## config.mk

```make
export PLATFORM = sky130hd
export DESIGN_NAME = count_capture
export DESIGN_NICKNAME = d
export VERILOG_FILES = /design/src/rtl/count_capture.sv
export SDC_FILE = /design/constraint.sdc
export NUM_CORES = 1
export LEC_CHECK = 0
export ABC_AREA = 1
export CORE_ASPECT_RATIO = 1.4
export CORE_MARGIN = 2
export CORE_UTILIZATION = 59
export DETAILED_ROUTE_END_ITERATION = 7
export GPL_TIMING_DRIVEN = 1
export MAX_ROUTING_LAYER = met4
export PLACE_DENSITY = 0.84
export SYNTH_ARGS = -nofsm -noshare
export SYNTH_HDL_FRONTEND = slang
export SYNTH_SLANG_ARGS = --single-unit
```

## constraint.sdc

```tcl
create_clock -name clk -period 3.75 [get_ports clk]
set_input_delay 0.9375 -clock clk [delete_from_list [all_inputs] [get_ports clk]]
set_output_delay 0.9375 -clock clk [all_outputs]
set_load 0.02 [all_outputs]
```

## src/rtl/count_capture.sv

```systemverilog
// Snapshots an event counter on each capture strobe, tags it with a wrap flag,
// and queues it in a small first-word-fall-through FIFO drained by valid/ready.
module count_capture #(
  parameter int WIDTH = 8,
  parameter int DEPTH = 4
) (
  input  logic                       clk,
  input  logic                       rst,
  input  logic [WIDTH-1:0]           count_in,
  input  logic                       capture,
  output logic [WIDTH:0]             out_data,
  output logic                       out_valid,
  input  logic                       out_ready,
  output logic                       full,
  output logic                       empty,
  output logic [$clog2(DEPTH):0]     level,
  output logic                       overflow
);

  localparam int AW = $clog2(DEPTH);
  localparam int LW = AW + 1;

  // Handshake: the head entry transfers on any cycle where out_valid and
  // out_ready are both high; while out_valid=1 and out_ready=0 the head and
  // out_data stay unchanged. out_valid never depends on out_ready.

  logic [WIDTH:0]   mem [DEPTH];
  logic [AW-1:0]    wr_ptr;
  logic [AW-1:0]    rd_ptr;
  logic [WIDTH-1:0] prev_count;
  logic             wrap_pending;
  logic             wrap_now;
  logic             push;
  logic             pop;

  assign wrap_now  = count_in < prev_count;
  assign full      = level == LW'(DEPTH);
  assign empty     = level == '0;
  assign out_valid = !empty;
  assign pop       = out_valid & out_ready;
  // A pop in the same cycle frees a slot, so a full FIFO still accepts.
  assign push      = capture & (!full | pop);
  assign out_data  = out_valid ? mem[rd_ptr] : '0;

  always_ff @(posedge clk) begin
    if (rst) begin
      wr_ptr       <= '0;
      rd_ptr       <= '0;
      level        <= '0;
      overflow     <= 1'b0;
      prev_count   <= '0;
      wrap_pending <= 1'b0;
    end else begin
      prev_count <= count_in;
      if (push) wr_ptr <= wr_ptr + 1'b1;
      if (pop)  rd_ptr <= rd_ptr + 1'b1;
      level <= level + LW'(push) - LW'(pop);
      if (capture && !push) overflow <= 1'b1;
      // The entry absorbs any wrap seen now; a dropped capture keeps it pending.
      if (push)          wrap_pending <= 1'b0;
      else if (wrap_now) wrap_pending <= 1'b1;
    end
  end

  // Storage is deliberately left unreset; the pointers define what is valid.
  always_ff @(posedge clk) begin
    if (push && !rst) mem[wr_ptr] <= {wrap_pending | wrap_now, count_in};
  end

endmodule

```

==> impl_metrics.yaml <==
critical_path:
  r2r_cells: 10
  path_buf_inv: 2
  crit_fanout: 10
  path_delay_family: "buffers and inverters"
  cp_num_cells: 5
  r2r_start: "level[1]"
  path_cells: "clkinv_1 -> nor2_1 -> o21ai_0 -> a21oi_1 -> clkdlybuf4s50_1"
  cp.arrival_ns: 2.25
  crit_required_ns: 2.81
  cp-endpoint: "out_data[8]"
  cpPeakStageDelay_ns: 0.63
  ff2ff_setup_slack_ns: 1.59
  crit_path_end_kind: "output port"
  r2r_end: "level[2]"
  worstSetupStartpointType: "flop"
  slowest_stage: "clkdlybuf4s50_1"
  critPathKind: "flop to output port"
floorplanning:
  ios: 28
  fp-row-count: 27
  core_area_um2: 3880
  die_h_um: 78.6
  dieArea_um2: 4500
  start_util_pct: 60.3
  die-width_um: 57.3
clocking:
  cts_hold_buf: 0
  cts_buffers: 5
  clkTransAtPathRegs_ns: 0.09
  root_buffer: "clkbuf_8"
  cts_tree: "built"
  htreeDepth: 2
  cts.sinks: 55
  clkLatencyLatePin_ns: 0.30
  ctsLongestPathBuffers: 2
  cts_resized: 0
  cts_setup_buffers: 0
route:
  first_pass_iters: 4
  viasPerCell: 5.25
  vias: 1621
  wl_met3_um: 220
  drc: 0
  drtIter0Drc: 57
  final_antenna_net_count: 0
  top_layer: "met4"
  wire_per_inst_um: 13.4
  met2_length_um: 2210
  routed_wl_um: 4140
  wl_met1_um: 1610
logic_synthesis:
  yosysTopAreaCell: "edfxtp_1"
  avgSynthCellArea_um2: 10.1
  syn_nets: 256
  ys_ff_latch: 55
  syn-cell-area_um2: 2340
  synth.distinct_cells: 23
  synthDominantCellAreaShare_pct: 46.2
  synthCells: 231
  ys_seq_area_share_pct: 62.4
  yosysWarnings: 0
  synth.area.top_cells: "edfxtp_1 (46%), dfxtp_1 (16%), nor2_1 (8.5%)"
layout:
  fin_cells: 309
  final_layout_size_suffix_gt1_share_pct: 8.27
  antenna_cells: 0
  syn_to_final_growth_pct: 17.9
  final_util_pct: 71.1
  nets: 290
global_routing:
  grt_pass1_vias: 1607
  grt_max_degree: 19
  grt_pass1_wl_um: 7080
  globalRouteTotalUtil_pct: 21.8
  antenna_found_initial: 0
  grt_overflow: 0
sta:
  finalSetupViolations: 0
  rsz0062_at_grt: "no"
  fmax_ghz: 0.314
  setup_ws_ns: 0.561
  fin_crit_sh_pct: 85.0
  setup_tns_ns: 0
  hold_violations: 0
  report.final.slew_viol_count: 0
  relSlewSlack_pct: 68.0
  tightest_slew_ns: 0.479
  min_period_ns: 3.19
  skew_ns: 0.00435
placed_design:
  dp_hpwl_um: 2970
  place.port_buffers: 27
  preCtsSetupSlack_ns: 0.798
  gp_congestion: 0.807
  dp_cells: 301
power_and_ir_drop:
  power_density_nw_per_um2: 627
  cellLeakagePower_nw: 1.11
  ir_drop_mv: 0.603
flow_run:
  cap_violations: 0
outcome:
  status: "complete, no violations"
worst_hold_path:
  hold_path_class: "flop to flop"
==> registers in the layout, indices dropped and copies added (netlist names), named ones only <==
signal	flops
prev_count	8
mem	36
overflow	1
rd_ptr	2
level	3
wr_ptr	2
wrap_pending	1
==> cell families after synthesis <==
kind of cell / count (synthesis) / share of synthesized area (%)
fa+ha+maj: 13 / 7.26
simple gates: 78 / 13.7
buf+inv: 42 / 7.21
flops: 55 / 62.4
compound gates: 43 / 9.46
==> cells in the final DEF, fill, tap and decap left out <==
cell,synthesis,layout
clkbuf_8,0,5
o21ai_2,1,1
edfxtp_1,36,36
nor2_4,1,1
a21oi_1,18,18
ha_1,12,12
nor2_1,53,53
clkinv_1,1,1
fa_1,1,1
nand2_2,4,4
o21ai_0,22,22
o21a_1,1,1
inv_1,34,34
clkdlybuf4s50_1,0,27
dfxtp_1,19,19
nand2_1,15,15
clkinv_2,0,3
inv_2,1,1
nand3_1,3,3
nor3_1,1,1
or2_4,1,1
o21ai_1,1,1
buf_4,2,6
==> worst min path at each step <==
stage | from | to | slack [ns] | cells after the start
global route | overflow | overflow | 0.49 | 2
CTS | overflow | overflow | 0.46 | 2
detailed placement | overflow | overflow | 0.45 | 2
global placement | wrap_pending | wrap_pending | 0.44 | 2
finish | overflow | overflow | 0.45 | 2
floorplan | wrap_pending | wrap_pending | 0.43 | 2
==> per-stage QoR <==
| step | power, mW | hold WS, ns | instance area (um^2) |
|---|---|---|---|
| finish | 1.73 | 0.452 | 2760 |
| global route | 1.85 | 0.491 | 2760 |
| CTS | 1.75 | 0.460 | 2760 |
| detailed placement | 1.45 | 0.448 | 2680 |
| global placement | 1.43 | 0.441 | 2680 |
| floorplan | 1.15 | 0.433 | 2340 |
==> synthesized netlist by cell type (all sizes together) <==
library cell  number
a21oi             18
buf                4
clkbuf             2
clkinv             1
dfxtp             19
edfxtp            36
fa                 1
ha                12
inv               35
nand2             19
nand3              3
nor2              54
nor3               1
o21a               1
o21ai             24
or2                1
==> report_power, final <==
group          leakage, nW  total [mW]  switching (mW)  internal, mW
sequential           0.484       0.750          0.0498         0.700
combinational        0.576       0.676           0.380         0.296
clock               0.0477       0.306           0.178         0.128
total                 1.11        1.73           0.608          1.12
==> metal layers <==
metal,up-vias,global-route usage [%]
met5,-,-
met4,0,10.5
met3,10,5.93
met2,48,36.7
met1,749,23.5
li1,814,-
==> cell type report <==
type	count	area, um^2
repair buffers	33	315
multi-input cells	134	712
flip-flops and latches	55	1460
fillers	286	1120
well taps	43	53.8
inverters	36	135
clock inverters	3	15.0
clock buffers	5	68.8
==> worst register-to-register path, cell delays in order, from the launching register on <==
cell and delay [ns]:
dfxtp_1 0.44, nor3_1 0.08, buf_4 0.18, nor2_1 0.24, inv_1 0.11, o21ai_0 0.18, ha_1 0.17, inv_1 0.05
fa_1 0.38, o21ai_0 0.17, a21oi_1 0.06
(Power assumes the default switching activity.)
